File: src/rtl/gol_ctrl.sv
// Sequencing controller for an 8x8 Game of Life datapath: owns the grid register,
// paces generations in RUN, supports load/step/pause, and halts on still life or a generation cap.
module gol_ctrl #(
  parameter logic [63:0] DEFAULT_SEED = 64'h4020_E000_0000_0000,
  parameter int unsigned TICK_DIV     = 50_000_000,
  parameter int unsigned GEN_W        = 16,
  parameter int unsigned MAX_GEN      = 0
) (
  input  logic             clk,
  input  logic             reset,
  input  logic [63:0]      seed,
  input  logic             load,
  input  logic             run,
  input  logic             step,
  input  logic [63:0]      next_grid,
  output logic [63:0]      cur_grid,
  output logic [GEN_W-1:0] gen_count,
  output logic             gen_tick,
  output logic [1:0]       state,
  output logic             stable,
  output logic             empty
);

  localparam int unsigned      DIV_W    = $clog2(TICK_DIV);
  localparam logic [DIV_W-1:0] DIV_LAST = DIV_W'(TICK_DIV - 1);
  localparam logic [GEN_W-1:0] GEN_CAP  = GEN_W'(MAX_GEN);

  typedef enum logic [1:0] {
    StIdle  = 2'b00,
    StPause = 2'b01,
    StRun   = 2'b10,
    StHalt  = 2'b11
  } state_e;

  state_e           r_state, w_state_d;
  logic [63:0]      r_grid, w_grid_d;
  logic [GEN_W-1:0] r_cnt, w_cnt_d, w_cnt_inc;
  logic [DIV_W-1:0] r_div, w_div_d;
  logic             r_tick, w_tick_d;
  logic             r_stable, w_stable_d;
  logic             w_upd;
  logic             w_same;

  assign w_same    = (next_grid == r_grid);
  assign w_cnt_inc = (&r_cnt) ? r_cnt : r_cnt + 1'b1;

  always_comb begin
    w_state_d  = r_state;
    w_grid_d   = r_grid;
    w_cnt_d    = r_cnt;
    w_div_d    = r_div;
    w_tick_d   = 1'b0;
    w_stable_d = r_stable;
    w_upd      = 1'b0;

    if (load) begin
      w_grid_d   = seed;
      w_cnt_d    = '0;
      w_stable_d = 1'b0;
      w_div_d    = '0;
      w_state_d  = StPause;
    end else begin
      case (r_state)
        StIdle, StPause: begin
          if (run) begin
            w_state_d = StRun;
            w_div_d   = '0;
          end else if (step) begin
            // A manual step leaves IDLE: the user is now driving generations by hand.
            w_state_d = StPause;
            w_upd     = 1'b1;
          end
        end
        StRun: begin
          if (!run) begin
            w_state_d = StPause;
            w_div_d   = '0;
          end else if (r_div == DIV_LAST) begin
            w_div_d = '0;
            w_upd   = 1'b1;
          end else begin
            w_div_d = r_div + 1'b1;
          end
        end
        default: ;
      endcase

      if (w_upd) begin
        if (w_same) begin
          w_stable_d = 1'b1;
          w_state_d  = StHalt;
        end else begin
          w_grid_d = next_grid;
          w_cnt_d  = w_cnt_inc;
          w_tick_d = 1'b1;
          if ((MAX_GEN != 0) && (w_cnt_inc == GEN_CAP)) begin
            w_state_d = StHalt;
          end
        end
      end
    end
  end

  always_ff @(posedge clk or posedge reset) begin
    if (reset) begin
      r_state  <= StIdle;
      r_grid   <= DEFAULT_SEED;
      r_cnt    <= '0;
      r_div    <= '0;
      r_tick   <= 1'b0;
      r_stable <= 1'b0;
    end else begin
      r_state  <= w_state_d;
      r_grid   <= w_grid_d;
      r_cnt    <= w_cnt_d;
      r_div    <= w_div_d;
      r_tick   <= w_tick_d;
      r_stable <= w_stable_d;
    end
  end

  assign cur_grid  = r_grid;
  assign gen_count = r_cnt;
  assign gen_tick  = r_tick;
  assign state     = r_state;
  assign stable    = r_stable;
  assign empty     = (r_grid == 64'd0);

endmodule

File: config.mk
export PLATFORM = sky130hd
export DESIGN_NAME = gol_ctrl
export DESIGN_NICKNAME = d
export VERILOG_FILES = /design/src/rtl/gol_ctrl.sv
export SDC_FILE = /design/constraint.sdc
export NUM_CORES = 1
export LEC_CHECK = 0
export ABC_AREA = 0
export BUFFER_PORTS_ARGS = -buffer_cell sky130_fd_sc_hd__buf_2
export CAP_MARGIN = 40
export CORE_UTILIZATION = 34
export CTS_CLUSTER_SIZE = 25
export DETAILED_ROUTE_END_ITERATION = 8
export SLEW_MARGIN = 30
export SYNTH_ARGS = -nofsm -noshare
export SYNTH_HDL_FRONTEND = slang
export SYNTH_SLANG_ARGS = --single-unit
File: constraint.sdc
create_clock -name clk -period 4 [get_ports clk]
set_input_delay 0.2 -clock clk [delete_from_list [all_inputs] [get_ports clk]]
set_output_delay 0.2 -clock clk [all_outputs]
set_load 0.1 [all_outputs]
# Word level (Yosys, flattened, before mapping)
# Index checks and enable logic that the tools add are counted.
# totals
elab_cells	57
ff_bits	110
in_bits	133
out_inout_bits	85
# op_classes
eq_ne	7
mux	31
n_reduce_logical	11
n_addsub	2
# ops
cell	count
$mux 64	3
$mux 26	4
$eq 64x64->1	1
$logic_not 64->1	1
$mux 16	4
$pmux 26 s2	1
$add 26x1->26 const B	1
$eq 26x26->1 const B	1
$add 16x1->16 const B	1
$reduce_and 16->1	1
$mux 2	6
$mux 1	11
$reduce_and 2->1	3
$ne 2x2->1 const B	2
$pmux 2 s2	1
$reduce_bool 2->1	2
$ne 3x3->1 const B	1
$reduce_and 3->1	1
$reduce_bool 3->1	1
$eq 2x1->1 const B	1
$eq 2x2->1 const B	1
$logic_not 2->1	1
$pmux 1 s2	1
$reduce_or 2->1	1

# Logic depth before layout (Yosys ltp)
# Gate-level depths: netlist (run 1).
# logic_depth
ltp_word	7
mapped_depth	10
ltp_nobuf	7

# Least setup slack after synthesis (run 1)
# OpenSTA, ideal clock, no wires.
# synth_timing
path_type	reg2out
from	register r_grid[57] (netlist: cur_grid[57])
to	output port empty
required_time_ns	3.800
t_arrival_ns	4.192
path_slack_ns	-0.392
n_path_buf	0
path_stages_with_launch	4
path_cell_list	dfrtp_1 -> nor4_1 -> nand4_1 -> nor4_1
# synth_between
elab_chain_len	1
# synth_rtl
element	line	text
start: declaration	36	logic [63:0] r_grid, w_grid_d;
start signal: assignment	114	r_grid <= w_grid_d;
$logic_not 64->1	127	assign empty = (r_grid == 64'd0);
end: declaration	21	output logic empty
# Every way passes these cells.

# Worst setup path in the final report (run 1)
# layout_timing
from	register r_div[0]
to	register r_div[15]
# layout_between
elab_chain_len	5
elab_cells_between_ends	6
classes_between	add/sub (1); eq/ne (1); mux (4)
# layout_rtl
element	line	text
start: declaration	38	logic [DIV_W-1:0] r_div, w_div_d;
start signal: assignment	116	r_div <= w_div_d;
$add 26x1->26 or $eq 26x26->1 (tied branches)	82, 78	
$mux 26 (*)	78	end else if (r_div == DIV_LAST) begin
$mux 26 (*)	75	if (!run) begin
$pmux 26 s2 (*)	63	case (r_state)
$mux 26 (*)	56	if (load) begin
# Every way passes the cells marked *; elsewhere a longest branch is shown, timed or not.
# A chain may end at the register's enable or synchronous reset.

==> flow_summary.html, run 1 <==
<table>
<tr><th>Metric</th><th>Value</th></tr>
<tr><th colspan="2">Critical path</th></tr>
<tr><td>CP cell instances</td><td>ha_1 -&gt; nand3_1 -&gt; or2_2 -&gt; nor4_1 -&gt; nor2_1 -&gt; nor2_2 -&gt; nor3_1</td></tr>
<tr><td>Peak per-stage delay on the critical path</td><td>0.61 ns</td></tr>
<tr><td>Cell with the largest stage delay on the worst path</td><td>sky130_fd_sc_hd__nor2_2</td></tr>
<tr><td>Worst R2R Start</td><td>r_div[0]</td></tr>
<tr><td>Delay-heaviest family, CP</td><td>simple AND/OR/NAND/NOR gates</td></tr>
<tr><td>Category of the worst setup path capture point</td><td>register</td></tr>
<tr><td>CP bufs+invs</td><td>0</td></tr>
<tr><td>R2R cell count</td><td>7</td></tr>
<tr><td>Data arrival time of the worst path</td><td>approximately 3.1 ns</td></tr>
<tr><td>Flop-to-flop setup slack</td><td>~1.1 ns</td></tr>
<tr><td>End of the worst register-to-register path</td><td>r_div[15]</td></tr>
<tr><td>Beginning of the critical path</td><td>r_div[0]</td></tr>
<tr><td>Startpoint Class</td><td>register</td></tr>
<tr><td>Maximum fanout along the worst path</td><td>17</td></tr>
<tr><td>Category of the most critical setup path</td><td>register to register</td></tr>
<tr><td>Worst endpoint required time</td><td>4.21 ns</td></tr>
<tr><th colspan="2">Power and ir drop</th></tr>
<tr><td>Leakage dissipation</td><td>roughly 3.4 nW</td></tr>
<tr><td>PwrDens</td><td>around 400 nW/um2</td></tr>
<tr><td>Worst supply voltage drop on vdd</td><td>0.217 mV</td></tr>
<tr><th colspan="2">Layout</th></tr>
<tr><td>Layout cells sized above 1</td><td>between 20% and 30%</td></tr>
<tr><td>Layout Cell Area excl Fill</td><td>between 8000 and 9000 um2</td></tr>
<tr><td>Highest-count cells in the layout ignoring fill and taps</td><td>sky130_fd_sc_hd__buf_2, sky130_fd_sc_hd__dfrtp_1, sky130_fd_sc_hd__a21oi_1</td></tr>
<tr><td>Layout area overhead</td><td>25.6%</td></tr>
<tr><td>Final standard cell utilization of the core</td><td>a little over two fifths</td></tr>
<tr><td>Most frequent standard cell in the layout excluding fill and tap cells</td><td>sky130_fd_sc_hd__buf_2</td></tr>
<tr><td>Final layout net count</td><td>between 1000 and 1500</td></tr>
<tr><th colspan="2">Synth</th></tr>
<tr><td>Mapped Avg Cell Area</td><td>roughly 8.9 um2</td></tr>
<tr><td>Proportion of synthesized area in mux cells</td><td>less than 1%</td></tr>
<tr><td>Post-synthesis compound-gate area fraction</td><td>about a fifth</td></tr>
<tr><td>Mapped Nets</td><td>about 900</td></tr>
<tr><td>Share of synthesized area occupied by flip-flops and latches</td><td>between 40 and 50%</td></tr>
<tr><td>Synth Cell Area</td><td>about 6600 um2</td></tr>
<tr><td>Synth top area cells</td><td>sky130_fd_sc_hd__dfrtp_1, sky130_fd_sc_hd__xnor2_1, sky130_fd_sc_hd__nor2b_1</td></tr>
<tr><td>Number of enable flip-flop cells after synthesis</td><td>0</td></tr>
<tr><td>Area fraction of the dominant cell type after synthesis</td><td>40.1%</td></tr>
<tr><td>Synthesized flop and latch total</td><td>110</td></tr>
<tr><td>Total number of yosys warnings</td><td>0</td></tr>
<tr><td>Most used flip-flop cell after synthesis</td><td>sky130_fd_sc_hd__dfrtp_1</td></tr>
<tr><td>Share of synthesized flip-flops with an asynchronous set or reset</td><td>100%</td></tr>
<tr><td>Arithmetic-cell share of the synthesized area counting full adders, half adders and majority gates</td><td>less than 1%</td></tr>
<tr><td>Synth Area in XOR/XNOR</td><td>approximately a tenth</td></tr>
<tr><td>Main combinational cell family by area after synthesis</td><td>simple AND/OR/NAND/NOR gates</td></tr>
<tr><td>Yosys top cell by area</td><td>sky130_fd_sc_hd__dfrtp_1</td></tr>
<tr><td>Count of different cell masters after synthesis</td><td>48</td></tr>
<tr><td>Simple-gate share of the synthesized area</td><td>a little over a fifth</td></tr>
<tr><td>Synthesized instance count</td><td>740</td></tr>
<tr><th colspan="2">Clocking</th></tr>
<tr><td>Clock root cell</td><td>sky130_fd_sc_hd__clkbuf_16</td></tr>
<tr><td>Post-CTS Resized</td><td>0</td></tr>
<tr><td>Clock buffers created by TritonCTS</td><td>9</td></tr>
<tr><td>Clock tree from TritonCTS</td><td>yes</td></tr>
<tr><td>Max Root-Sink Buffers</td><td>2</td></tr>
<tr><td>Clk_lat worst skew</td><td>about 0.37 ns</td></tr>
<tr><td>Max H-tree Level</td><td>3</td></tr>
<tr><td>Clock-pin slew on the worst setup and hold paths</td><td>0.08 ns</td></tr>
<tr><td>Number of sinks on the clock net</td><td>110</td></tr>
<tr><th colspan="2">Placement</th></tr>
<tr><td>Standard cell area after detailed placement</td><td>7910 um2</td></tr>
<tr><td>Post-detail-place hpwl</td><td>around 17000 um</td></tr>
<tr><td>Worst setup slack before clock tree synthesis</td><td>1.16 ns</td></tr>
<tr><td>Total of buffers placed on input and output ports</td><td>around 220</td></tr>
<tr><td>Gpl congestion</td><td>approximately 0.87</td></tr>
<tr><th colspan="2">GRT</th></tr>
<tr><td>Number of antenna violations at the first check in global routing</td><td>3</td></tr>
<tr><td>Via count of the first global-routing pass</td><td>~6000</td></tr>
<tr><td>Global-route wire length before repair</td><td>about 36000 um</td></tr>
<tr><td>Largest net degree at the start of global routing</td><td>77</td></tr>
<tr><td>Overall Global Routing Usage</td><td>about a quarter</td></tr>
<tr><td>Grt ovf</td><td>0</td></tr>
<tr><th colspan="2">Timing</th></tr>
<tr><td>Final Hold Violating Endpoints</td><td>0</td></tr>
<tr><td>Max-slew headroom</td><td>approximately 46%</td></tr>
<tr><td>Part of the cycle the worst path needs</td><td>about 73%</td></tr>
<tr><td>Maximum clock frequency</td><td>about 340 MHz</td></tr>
<tr><td>Crit path setup slack, layout</td><td>1.09 ns</td></tr>
<tr><td>Worst clock skew</td><td>0.0127 ns</td></tr>
<tr><td>Smallest hold slack</td><td>between 0.07 and 0.08 ns</td></tr>
<tr><td>Min Clock Period, post-route</td><td>between 2 and 3 ns</td></tr>
<tr><td>RSZ-0062 raised after global routing</td><td>false</td></tr>
<tr><td>Final setup vio count</td><td>0</td></tr>
<tr><td>Count of pins over their slew limit</td><td>0</td></tr>
<tr><td>Worst Tran Pin Value</td><td>between 0.8 and 0.9 ns</td></tr>
<tr><td>Setup tns final</td><td>0 ns</td></tr>
<tr><th colspan="2">Route</th></tr>
<tr><td>Via density per instance</td><td>5.49</td></tr>
<tr><td>Antenna-violating nets left</td><td>0</td></tr>
<tr><td>Final WL</td><td>roughly 24000 um</td></tr>
<tr><td>WL per Instance</td><td>19.6 um</td></tr>
<tr><td>Number of DRC markers in iteration 0</td><td>394</td></tr>
<tr><td>Number of detailed-routing iterations run before antenna repair</td><td>7</td></tr>
<tr><td>DRC violation count after routing</td><td>0</td></tr>
<tr><td>Total via count after detailed routing</td><td>around 6600</td></tr>
<tr><th colspan="2">Floorplan</th></tr>
<tr><td>Count of boundary I/O pins</td><td>approximately 220</td></tr>
<tr><td>Initial core utilization</td><td>around a third</td></tr>
<tr><td>Std cell rows</td><td>50</td></tr>
<tr><td>Die area</td><td>19800 um2</td></tr>
<tr><td>Area inside the core boundary</td><td>around 19000 um2</td></tr>
<tr><td>Chip Height</td><td>~140 um</td></tr>
<tr><td>Die width</td><td>between 100 and 150 um</td></tr>
<tr><th colspan="2">Worst hold path</th></tr>
<tr><td>Worst hold path endpoint</td><td>cur_grid[25]</td></tr>
<tr><td>HP Start</td><td>seed[25]</td></tr>
<tr><td>WHS Path Cells</td><td>3</td></tr>
<tr><td>Worst hold path class</td><td>input port to register</td></tr>
<tr><th colspan="2">Run</th></tr>
<tr><td>Max-capacitance violation count</td><td>0</td></tr>
<tr><th colspan="2">Status</th></tr>
<tr><td>Outcome</td><td>finished, final reports clean</td></tr>
</table>
## per-stage QoR
stage | power [mW] | instances
after floorplan | 2.06 | 740
after global placement | 2.34 | 1174
after detailed placement | 2.35 | 1177
after CTS | 3.32 | 1194
after global routing | 3.43 | 1197
final | 3.31 | 1197
## registers in the layout, summed over array words and instances, names as in the netlist
| name | count |
|---|---|
| gen_tick | 1 |
| gen_count | 16 |
| state | 2 |
| r_div | 26 |
| cur_grid | 64 |
| stable | 1 |
## layout make-up
class,count,area (um2)
clock inverter,3,42.5
sequential,110,2760
multi-input combinational,571,3560
timing repair buffer,232,1250
fill,1893,10600
clock buffer,13,270
antenna,3,7.51
inverter,5,21.3
tap,260,325
## worst register-to-register path, stage by stage, from the launching register on
cell and delay [ns]:
sky130_fd_sc_hd__dfrtp_1 0.40, sky130_fd_sc_hd__ha_1 0.22, sky130_fd_sc_hd__nand3_1 0.12, sky130_fd_sc_hd__or2_2 0.36, sky130_fd_sc_hd__nor4_1 0.53, sky130_fd_sc_hd__nor2_1 0.36
sky130_fd_sc_hd__nor2_2 0.62, sky130_fd_sc_hd__nor3_1 0.14
## logic make-up (layout without fill, tap and decap cells)
| kind of cell | Yosys count | in the layout |
|---|---|---|
| AND/OR/NAND/NOR | 243 | 243 |
| AO/OA/AOI/OAI | 242 | 242 |
| flip-flops | 110 | 110 |
| XOR/XNOR | 79 | 79 |
| buffers and inverters | 59 | 253 |
| multiplexers | 5 | 5 |
| adder cells (fa/ha/maj) | 2 | 2 |
| other | 0 | 3 |
## routing by layer
layer / part of all wire, % / GRT usage [%] / up-vias
met5: 0 / 0 / -
met4: 3.7 / 9.67 / 0
met3: 5.9 / 4.08 / 43
met2: 46 / 36.1 / 267
met1: 45 / 33.0 / 3169
li1: - / - / 3089
## report_power, final
| group | internal (mW) | switching, mW |
|---|---|---|
| Clock | 0.537 | 0.433 |
| Combinational | 0.244 | 0.813 |
| Sequential | 1.18 | 0.0937 |
## worst max path at each step
stage	endpoint	slack, ns	cells after the start
after global routing	r_div[15]	0.82	7
after global placement	cur_grid[4]	1.25	8
after CTS	r_div[15]	1.12	7
after detailed placement	r_div[15]	1.16	7
after floorplan	empty	0.76	3
final	r_div[15]	1.09	7
## synthesized netlist by cell type, types with 2 or more instances
| library cell | number |
|---|---|
| sky130_fd_sc_hd__mux2i_1 | 3 |
| sky130_fd_sc_hd__nand2b_1 | 3 |
| sky130_fd_sc_hd__buf_4 | 3 |
| sky130_fd_sc_hd__nand3b_1 | 3 |
| sky130_fd_sc_hd__nor2_1 | 31 |
| sky130_fd_sc_hd__nand2_1 | 23 |
| sky130_fd_sc_hd__nand4_1 | 26 |
| sky130_fd_sc_hd__nor4b_1 | 4 |
| sky130_fd_sc_hd__xnor2_1 | 70 |
| sky130_fd_sc_hd__o21ai_0 | 72 |
| sky130_fd_sc_hd__or2_2 | 4 |
| sky130_fd_sc_hd__inv_1 | 5 |
| sky130_fd_sc_hd__or4_1 | 5 |
| sky130_fd_sc_hd__xor2_1 | 9 |
| sky130_fd_sc_hd__clkbuf_1 | 39 |
| sky130_fd_sc_hd__nor4_1 | 28 |
| sky130_fd_sc_hd__nand3_1 | 17 |
| sky130_fd_sc_hd__and4_1 | 2 |
| sky130_fd_sc_hd__nor3_1 | 10 |
| sky130_fd_sc_hd__and3_1 | 11 |
| sky130_fd_sc_hd__nor2b_1 | 69 |
| sky130_fd_sc_hd__ha_1 | 2 |
| sky130_fd_sc_hd__a21oi_1 | 82 |
| sky130_fd_sc_hd__dfrtp_1 | 105 |
| sky130_fd_sc_hd__buf_2 | 11 |
| sky130_fd_sc_hd__o31ai_1 | 8 |
| sky130_fd_sc_hd__a31oi_1 | 67 |
| sky130_fd_sc_hd__dfstp_2 | 5 |
| sky130_fd_sc_hd__a311oi_1 | 3 |
| sky130_fd_sc_hd__mux2_2 | 2 |
## timing repair
item                                    4_1_cts  5_1_grt
hold endpoints to repair                     20        0
endpoints found under the setup margin        0        0
setup buffers                                 0        0
hold buffers                                  1        0
Note: power is estimated with default switching activity, not from simulation.
==> inputs of run 2 (changes only) <==
- clock period: 4 -> 2.6 ns (I/O delays scaled with it)
==> run 2 against run 1 <==
  * Flip-flop and latch count unchanged
  * Cell area grew 2.9%
  * Critical endpoint is now empty
  * First-iteration DRC count rose by 25%
  * Combinational power grew 57%
  * Die area unchanged
  * Via count grew 2.7%
  * Total power is 53% higher
  * Utilization grew 1.3 points
  * Highest routed layer unchanged
  * Largest power group unchanged
  * Clock skew is 0.0032 ns higher
==> flow_summary.html, run 2 (synthesized netlist as in run 1, its figures left out) <==
<table>
<tr><th>Metric</th><th>Value</th></tr>
<tr><th colspan="2">Timing</th></tr>
<tr><td>Worst Tran Pin Value</td><td>0.801 ns (was 0.803 ns)</td></tr>
<tr><td>Count of pins over their slew limit</td><td>0 (unchanged)</td></tr>
<tr><td>Min Clock Period, post-route</td><td>between 2 and 2.5 ns</td></tr>
<tr><td>Final setup vio count</td><td>0 (unchanged)</td></tr>
<tr><td>Smallest hold slack</td><td>0.0161 ns (was 0.0787 ns)</td></tr>
<tr><td>Part of the cycle the worst path needs</td><td>between 90% and 100%</td></tr>
<tr><td>RSZ-0062 raised after global routing</td><td>false (unchanged)</td></tr>
<tr><td>Worst clock skew</td><td>0.0158 ns (was 0.0127 ns)</td></tr>
<tr><td>Crit path setup slack, layout</td><td>0.161 ns (was 1.09 ns)</td></tr>
<tr><td>Max-slew headroom</td><td>46.5% (was 46.3%)</td></tr>
<tr><td>Setup tns final</td><td>0 ns (unchanged)</td></tr>
<tr><td>Maximum clock frequency</td><td>between 400 and 500 MHz</td></tr>
<tr><td>Final Hold Violating Endpoints</td><td>0 (unchanged)</td></tr>
<tr><th colspan="2">Floorplan</th></tr>
<tr><td>Initial core utilization</td><td>34.8% (unchanged)</td></tr>
<tr><td>Die width</td><td>141 um (unchanged)</td></tr>
<tr><td>Die area</td><td>19800 um2 (unchanged)</td></tr>
<tr><td>Std cell rows</td><td>50 (unchanged)</td></tr>
<tr><td>Chip Height</td><td>141 um (unchanged)</td></tr>
<tr><td>Area inside the core boundary</td><td>18800 um2 (unchanged)</td></tr>
<tr><td>Count of boundary I/O pins</td><td>218 (unchanged)</td></tr>
<tr><th colspan="2">Layout</th></tr>
<tr><td>Most frequent standard cell in the layout excluding fill and tap cells</td><td>sky130_fd_sc_hd__buf_2 (unchanged)</td></tr>
<tr><td>Layout Cell Area excl Fill</td><td>8480 um2 (was 8240 um2)</td></tr>
<tr><td>Flip-flop count of the largest register after layout</td><td>64 (unchanged)</td></tr>
<tr><td>Layout area overhead</td><td>29.3% (was 25.6%)</td></tr>
<tr><td>Cell Count, Final, Fillers Out</td><td>1209 (was 1197)</td></tr>
<tr><td>Final standard cell utilization of the core</td><td>45.0% (was 43.7%)</td></tr>
<tr><td>Inserted Diodes</td><td>0 (was 3)</td></tr>
<tr><td>Highest-count cells in the layout ignoring fill and taps</td><td>sky130_fd_sc_hd__buf_2, sky130_fd_sc_hd__a21oi_1, sky130_fd_sc_hd__o21ai_0 (was sky130_fd_sc_hd__buf_2, sky130_fd_sc_hd__dfrtp_1, sky130_fd_sc_hd__a21oi_1)</td></tr>
<tr><td>Layout cells sized above 1</td><td>34.2% (was 28.5%)</td></tr>
<tr><td>Final layout net count</td><td>1079 (was 1064)</td></tr>
<tr><th colspan="2">Placement</th></tr>
<tr><td>Post-detail-place hpwl</td><td>17000 um (was 16900 um)</td></tr>
<tr><td>Gpl congestion</td><td>0.877 (was 0.873)</td></tr>
<tr><td>Worst setup slack before clock tree synthesis</td><td>0.156 ns (was 1.16 ns)</td></tr>
<tr><td>Total of buffers placed on input and output ports</td><td>217 (unchanged)</td></tr>
<tr><td>Standard cell area after detailed placement</td><td>8150 um2 (was 7910 um2)</td></tr>
<tr><td>Cell count after placement</td><td>1191 (was 1177)</td></tr>
<tr><th colspan="2">Critical path</th></tr>
<tr><td>Maximum fanout along the worst path</td><td>4 (was 17)</td></tr>
<tr><td>Category of the worst setup path capture point</td><td>output port (was register)</td></tr>
<tr><td>R2R cell count</td><td>8 (was 7)</td></tr>
<tr><td>Startpoint Class</td><td>register (unchanged)</td></tr>
<tr><td>Worst R2R Start</td><td>cur_grid[54] (was r_div[0])</td></tr>
<tr><td>Data arrival time of the worst path</td><td>2.31 ns (was 3.12 ns)</td></tr>
<tr><td>Category of the most critical setup path</td><td>register to output port (was register to register)</td></tr>
<tr><td>End of the worst register-to-register path</td><td>cur_grid[0] (was r_div[15])</td></tr>
<tr><td>Flop-to-flop setup slack</td><td>0.19 ns (was 1.09 ns)</td></tr>
<tr><td>Worst endpoint required time</td><td>2.47 ns (was 4.21 ns)</td></tr>
<tr><th colspan="2">Route</th></tr>
<tr><td>Via density per instance</td><td>5.58 (was 5.49)</td></tr>
<tr><td>WL per Instance</td><td>19.2 um (was 19.6 um)</td></tr>
<tr><td>Final WL</td><td>23200 um (was 23500 um)</td></tr>
<tr><td>DRC violation count after routing</td><td>0 (unchanged)</td></tr>
<tr><td>Total via count after detailed routing</td><td>6744 (was 6568)</td></tr>
<tr><td>Antenna-violating nets left</td><td>0 (unchanged)</td></tr>
<tr><td>Number of detailed-routing iterations run before antenna repair</td><td>5 (was 7)</td></tr>
<tr><td>Number of DRC markers in iteration 0</td><td>494 (was 394)</td></tr>
<tr><th colspan="2">Power and ir drop</th></tr>
<tr><td>Net Sw Power</td><td>2.06 mW (was 1.34 mW)</td></tr>
<tr><td>Sequential share of power</td><td>39.0% (was 38.7%)</td></tr>
<tr><td>PwrDens</td><td>598 nW/um2 (was 401 nW/um2)</td></tr>
<tr><td>Switching share of total power</td><td>40.7% (was 40.5%)</td></tr>
<tr><td>Comb power frac</td><td>32.7% (was 32.0%)</td></tr>
<tr><td>Leakage dissipation</td><td>3.48 nW (was 3.41 nW)</td></tr>
<tr><td>Internal power contribution</td><td>3.01 mW (was 1.97 mW)</td></tr>
<tr><td>Pwr Total</td><td>5.07 mW (was 3.31 mW)</td></tr>
<tr><td>Worst supply voltage drop on vdd</td><td>0.338 mV (was 0.217 mV)</td></tr>
<tr><td>Part of the power in the clock network</td><td>28.4% (was 29.4%)</td></tr>
<tr><th colspan="2">Clocking</th></tr>
<tr><td>Clock tree from TritonCTS</td><td>yes (unchanged)</td></tr>
<tr><td>Number of sinks on the clock net</td><td>110 (unchanged)</td></tr>
<tr><td>Max Root-Sink Buffers</td><td>2 (unchanged)</td></tr>
<tr><td>Clock-pin slew on the worst setup and hold paths</td><td>0.08 ns (about the same)</td></tr>
<tr><td>Max H-tree Level</td><td>3 (unchanged)</td></tr>
<tr><td>Clock root cell</td><td>sky130_fd_sc_hd__clkbuf_16 (unchanged)</td></tr>
<tr><td>Clk_lat worst skew</td><td>0.36 ns (was 0.37 ns)</td></tr>
<tr><td>Clock buffers created by TritonCTS</td><td>9 (unchanged)</td></tr>
<tr><th colspan="2">Status</th></tr>
<tr><td>Outcome</td><td>finished, final reports clean (unchanged)</td></tr>
<tr><th colspan="2">GRT</th></tr>
<tr><td>Number of antenna violations at the first check in global routing</td><td>0 (was 3)</td></tr>
<tr><td>Overall Global Routing Usage</td><td>23.3% (was 23.6%)</td></tr>
<tr><td>Largest net degree at the start of global routing</td><td>153 (was 77)</td></tr>
<tr><td>Via count of the first global-routing pass</td><td>6260 (was 6182)</td></tr>
<tr><td>Global-route wire length before repair</td><td>35600 um (was 35800 um)</td></tr>
<tr><td>Grt ovf</td><td>0 (unchanged)</td></tr>
<tr><th colspan="2">Worst hold path</th></tr>
<tr><td>Worst hold path class</td><td>input port to register (unchanged)</td></tr>
<tr><td>Worst hold path endpoint</td><td>cur_grid[39] (was cur_grid[25])</td></tr>
<tr><td>HP Start</td><td>seed[39] (was seed[25])</td></tr>
<tr><td>WHS Path Cells</td><td>3 (unchanged)</td></tr>
<tr><th colspan="2">Run</th></tr>
<tr><td>Max-capacitance violation count</td><td>0 (unchanged)</td></tr>
</table>
run 2: worst max-delay path, stage by stage, from the launching register on:
cell,delay (ns)
sky130_fd_sc_hd__dfrtp_2,0.44
sky130_fd_sc_hd__nor4_1,0.68
sky130_fd_sc_hd__nand4_1,0.28
sky130_fd_sc_hd__nor4_4,0.33
sky130_fd_sc_hd__buf_12,0.22
run 2: power groups by stage:
stage | Clock [mW] | Sequential, mW | Combinational [mW]
detailed placement | 0 | 2.01 | 1.65
global route | 1.54 | 2.00 | 1.74
global placement | 0 | 2.01 | 1.64
CTS | 1.47 | 1.98 | 1.66
floorplan | 0 | 2.76 | 0.415
finish | 1.44 | 1.98 | 1.66
run 2: area by class of cell:
type                    instances  area, um2
clock buffers                  11        243
clock inverters                 5       57.6
fillers                      1905      10400
inverters                       5       22.5
multi-input cells             571       3570
flip-flops and latches        110       2810
well taps                     260        325
repair buffers                247       1450
run 2: how the worst max path moves through the flow:
stage	start	endpoint	slack, ns	cells after the start
final	cur_grid[8]	empty	0.16	4
after global routing	r_div[0]	gen_count[7]	0.009	8
after CTS	r_div[0]	cur_grid[15]	0.16	8
after detailed placement	r_div[0]	gen_count[11]	0.16	8
after global placement	r_div[0]	gen_count[11]	0.22	8
after floorplan	cur_grid[43]	gen_count[0]	0.00005	9
run 2: repair_timing:
item | CTS | global route
hold endpoints to repair | 21 | 0
hold buffers | 1 | 0
gates resized for setup | 0 | 3
buffers inserted | 0 | 1
endpoints found under the setup margin | 0 | 35
run 2: metal layers:
metal | GRT usage (%) | part of all wire (%) | vias to the layer above
li1 | - | - | 3135
met1 | 33.8 | 46 | 3309
met2 | 35.4 | 46 | 269
met3 | 3.16 | 5.6 | 31
met4 | 8.35 | 2.4 | 0
met5 | 0 | 0 | -
==> inputs of run 3 (changes only) <==
--- a/config.mk
+++ b/config.mk
@@ -8,5 +8,5 @@
 export ABC_AREA = 0
 export BUFFER_PORTS_ARGS = -buffer_cell sky130_fd_sc_hd__buf_2
-export CAP_MARGIN = 40
+export CAP_MARGIN = 25
 export CORE_UTILIZATION = 34
 export CTS_CLUSTER_SIZE = 25
==> constraint.sdc (replaced) <==
create_clock -name clk -period 2.6 [get_ports clk]
set_input_delay 0.39 -clock clk [delete_from_list [all_inputs] [get_ports clk]]
set_output_delay 0.39 -clock clk [all_outputs]
set_load 0.1 [all_outputs]
==> run 3 against run 2 <==
  * Clock-buffer cell count rose by 1
  * Fmax fell by 1.0%
  * Critical path type is now register to register
  * Flip-flop and latch count did not move
  * Largest cell class unchanged
  * Critical endpoint is now gen_count[7]
==> flow_summary.html, run 3 (synthesized netlist as in run 1, its figures left out) <==
<table>
<tr><th>Metric</th><th>Value</th></tr>
<tr><th colspan="2">Status</th></tr>
<tr><td>Outcome</td><td>finished, final reports clean (unchanged)</td></tr>
<tr><th colspan="2">GRT</th></tr>
<tr><td>Overall Global Routing Usage</td><td>23.2% (was 23.3%)</td></tr>
<tr><td>Global-route wire length before repair</td><td>35300 um (was 35600 um)</td></tr>
<tr><td>Via count of the first global-routing pass</td><td>6158 (was 6260)</td></tr>
<tr><td>Number of antenna violations at the first check in global routing</td><td>2 (was 0)</td></tr>
<tr><td>Largest net degree at the start of global routing</td><td>153 (unchanged)</td></tr>
<tr><td>Grt ovf</td><td>0 (unchanged)</td></tr>
<tr><th colspan="2">Floorplan</th></tr>
<tr><td>Die width</td><td>141 um (unchanged)</td></tr>
<tr><td>Die area</td><td>19800 um2 (unchanged)</td></tr>
<tr><td>Initial core utilization</td><td>34.8% (unchanged)</td></tr>
<tr><td>Area inside the core boundary</td><td>18800 um2 (unchanged)</td></tr>
<tr><td>Chip Height</td><td>141 um (unchanged)</td></tr>
<tr><td>Count of boundary I/O pins</td><td>218 (unchanged)</td></tr>
<tr><td>Std cell rows</td><td>50 (unchanged)</td></tr>
<tr><th colspan="2">Critical path</th></tr>
<tr><td>Maximum fanout along the worst path</td><td>7 (was 4)</td></tr>
<tr><td>Startpoint Class</td><td>register (unchanged)</td></tr>
<tr><td>Category of the most critical setup path</td><td>register to register (was register to output port)</td></tr>
<tr><td>Worst endpoint required time</td><td>2.87 ns (was 2.47 ns)</td></tr>
<tr><td>Worst R2R Start</td><td>r_div[1] (was cur_grid[54])</td></tr>
<tr><td>Data arrival time of the worst path</td><td>2.74 ns (was 2.31 ns)</td></tr>
<tr><td>Beginning of the critical path</td><td>r_div[1] (was cur_grid[8])</td></tr>
<tr><td>Category of the worst setup path capture point</td><td>register (was output port)</td></tr>
<tr><th colspan="2">Layout</th></tr>
<tr><td>Highest-count cells in the layout ignoring fill and taps</td><td>sky130_fd_sc_hd__buf_2, sky130_fd_sc_hd__a21oi_1, sky130_fd_sc_hd__o21ai_0 (unchanged)</td></tr>
<tr><td>Layout area overhead</td><td>30.8% (was 29.3%)</td></tr>
<tr><td>Final layout net count</td><td>1082 (was 1079)</td></tr>
<tr><td>Cell Count, Final, Fillers Out</td><td>1214 (was 1209)</td></tr>
<tr><td>Layout cells sized above 1</td><td>35.0% (was 34.2%)</td></tr>
<tr><td>Multi-input combinational cell area</td><td>3600 um2 (was 3570 um2)</td></tr>
<tr><td>Most frequent standard cell in the layout excluding fill and tap cells</td><td>sky130_fd_sc_hd__buf_2 (unchanged)</td></tr>
<tr><td>Flip-flop count of the largest register after layout</td><td>64 (unchanged)</td></tr>
<tr><td>Fillers</td><td>1866 (was 1905)</td></tr>
<tr><td>Register area</td><td>2810 um2 (about the same)</td></tr>
<tr><th colspan="2">Clocking</th></tr>
<tr><td># hold bufs at CTS</td><td>0 (was 1)</td></tr>
<tr><td>Number of sinks on the clock net</td><td>110 (unchanged)</td></tr>
<tr><td>Clk_lat worst skew</td><td>0.35 ns (was 0.36 ns)</td></tr>
<tr><td>Clock buffers created by TritonCTS</td><td>9 (unchanged)</td></tr>
<tr><td>Max Root-Sink Buffers</td><td>2 (unchanged)</td></tr>
<tr><td>Clock-pin slew on the worst setup and hold paths</td><td>0.07 ns (was 0.08 ns)</td></tr>
<tr><td>Max H-tree Level</td><td>3 (unchanged)</td></tr>
<tr><td>Clock root cell</td><td>sky130_fd_sc_hd__clkbuf_16 (unchanged)</td></tr>
<tr><td>Clock tree from TritonCTS</td><td>yes (unchanged)</td></tr>
<tr><th colspan="2">Route</th></tr>
<tr><td>Final WL</td><td>23500 um (was 23200 um)</td></tr>
<tr><td>Total via count after detailed routing</td><td>6732 (was 6744)</td></tr>
<tr><td>Via density per instance</td><td>5.55 (was 5.58)</td></tr>
<tr><td>Antenna-violating nets left</td><td>0 (unchanged)</td></tr>
<tr><td>Number of detailed-routing iterations run before antenna repair</td><td>5 (unchanged)</td></tr>
<tr><td>WL per Instance</td><td>19.3 um (was 19.2 um)</td></tr>
<tr><td>Number of DRC markers in iteration 0</td><td>396 (was 494)</td></tr>
<tr><td>DRC violation count after routing</td><td>0 (unchanged)</td></tr>
<tr><th colspan="2">Timing</th></tr>
<tr><td>Max-slew headroom</td><td>55.2% (was 46.5%)</td></tr>
<tr><td>Worst Tran Pin Value</td><td>0.672 ns (was 0.801 ns)</td></tr>
<tr><td>Worst clock skew</td><td>0.00820 ns (was 0.0158 ns)</td></tr>
<tr><td>Smallest hold slack</td><td>0.00548 ns (was 0.0161 ns)</td></tr>
<tr><td>Setup tns final</td><td>0 ns (unchanged)</td></tr>
<tr><td>Count of pins over their slew limit</td><td>0 (unchanged)</td></tr>
<tr><td>Maximum clock frequency</td><td>406 MHz (was 410 MHz)</td></tr>
<tr><td>Final setup vio count</td><td>0 (unchanged)</td></tr>
<tr><td>Min Clock Period, post-route</td><td>2.46 ns (was 2.44 ns)</td></tr>
<tr><td>Part of the cycle the worst path needs</td><td>94.8% (was 93.8%)</td></tr>
<tr><td>Crit path setup slack, layout</td><td>0.136 ns (was 0.161 ns)</td></tr>
<tr><td>RSZ-0062 raised after global routing</td><td>false (unchanged)</td></tr>
<tr><td>Final Hold Violating Endpoints</td><td>0 (unchanged)</td></tr>
<tr><th colspan="2">Placement</th></tr>
<tr><td>Worst setup slack before clock tree synthesis</td><td>0.158 ns (was 0.156 ns)</td></tr>
<tr><td>Total of buffers placed on input and output ports</td><td>217 (unchanged)</td></tr>
<tr><td>Post-detail-place hpwl</td><td>16800 um (was 17000 um)</td></tr>
<tr><td>Cell count after placement</td><td>1193 (was 1191)</td></tr>
<tr><td>Gpl congestion</td><td>0.831 (was 0.877)</td></tr>
<tr><th colspan="2">Power and ir drop</th></tr>
<tr><td>Pwr Total</td><td>5.27 mW (was 5.07 mW)</td></tr>
<tr><td>Leakage dissipation</td><td>3.51 nW (was 3.48 nW)</td></tr>
<tr><td>PwrDens</td><td>614 nW/um2 (was 598 nW/um2)</td></tr>
<tr><td>Worst supply voltage drop on vdd</td><td>0.347 mV (was 0.338 mV)</td></tr>
<tr><th colspan="2">Worst hold path</th></tr>
<tr><td>Worst hold path class</td><td>input port to asynchronous set/reset pin (was input port to register)</td></tr>
<tr><th colspan="2">Run</th></tr>
<tr><td>Max-capacitance violation count</td><td>0 (unchanged)</td></tr>
</table>
-- run 3: cell count changes in the layout (fill, tap and decap cells not counted), moves of 2 or more --
cell                        delta
sky130_fd_sc_hd__nor4_2        +2
sky130_fd_sc_hd__diode_2       +2
sky130_fd_sc_hd__buf_4         +4
sky130_fd_sc_hd__nor4_1        -2
sky130_fd_sc_hd__bufinv_16     +2
-- run 3: repair_timing --
action	CTS	global route
gates resized for setup	0	10
setup buffers	0	2
setup endpoints to repair	0	6
-- run 3: final timing paths --
check                                     to  slack [ns]  cells after the start
worst max-delay path            gen_count[7]        0.14                      8
worst min-delay path                r_div[1]       0.005                      2
worst max register to register  gen_count[7]        0.14                      8
worst min register to register        stable        0.51                      2
max in group asynchronous       cur_grid[18]        1.90                      3
min in group clk                cur_grid[53]        0.27                      3
-- run 3: routing by layer --
layer / GRT usage [%] / routed length, um / vias up
met3: 3.97 / 1570 / 27
met1: 33.5 / 10800 / 3291
met2: 35.4 / 10700 / 279
li1: - / - / 3135
met4: 6.41 / 442 / 0
met5: 0 / 0 / -
-- run 3: through the flow --
| step | area (um2) | utilization, % |
|---|---|---|
| 4_1_cts | 8510 | 45.2 |
| 5_1_grt | 8570 | 45.5 |
| 3_5_place_dp | 8170 | 43.4 |
| 6_report | 8570 | 45.5 |
| 2_1_floorplan | 6630 | - |
| 3_3_place_gp | 8170 | 43.4 |
-- run 3: final cells by class --
type / count / share of cell area [%]
sequential: 110 / 32.8
timing repair buffer: 250 / 17.1
multi-input combinational: 571 / 42.0
tap: 260 / 3.79
antenna: 2 / 0.0584
inverter: 5 / 0.263
clock inverter: 4 / 1.11
clock buffer: 12 / 2.87
-- run 3: critical path: stages, from the launching register on --
cell and delay [ns]:
sky130_fd_sc_hd__dfrtp_1 0.41, sky130_fd_sc_hd__ha_4 0.17, sky130_fd_sc_hd__nand3_2 0.09, sky130_fd_sc_hd__or3_4 0.40, sky130_fd_sc_hd__nor4_4 0.36, sky130_fd_sc_hd__o21ai_2 0.18, sky130_fd_sc_hd__buf_6 0.17, sky130_fd_sc_hd__or4b_1 0.46
sky130_fd_sc_hd__a21oi_1 0.16
-- run 3: power by group --
| group | leakage (nW) | switching (mW) | internal (mW) |
|---|---|---|---|
| Combinational | 2.03 | 1.27 | 0.398 |
| Clock | 0.167 | 0.649 | 0.969 |
| Sequential | 1.31 | 0.144 | 1.83 |
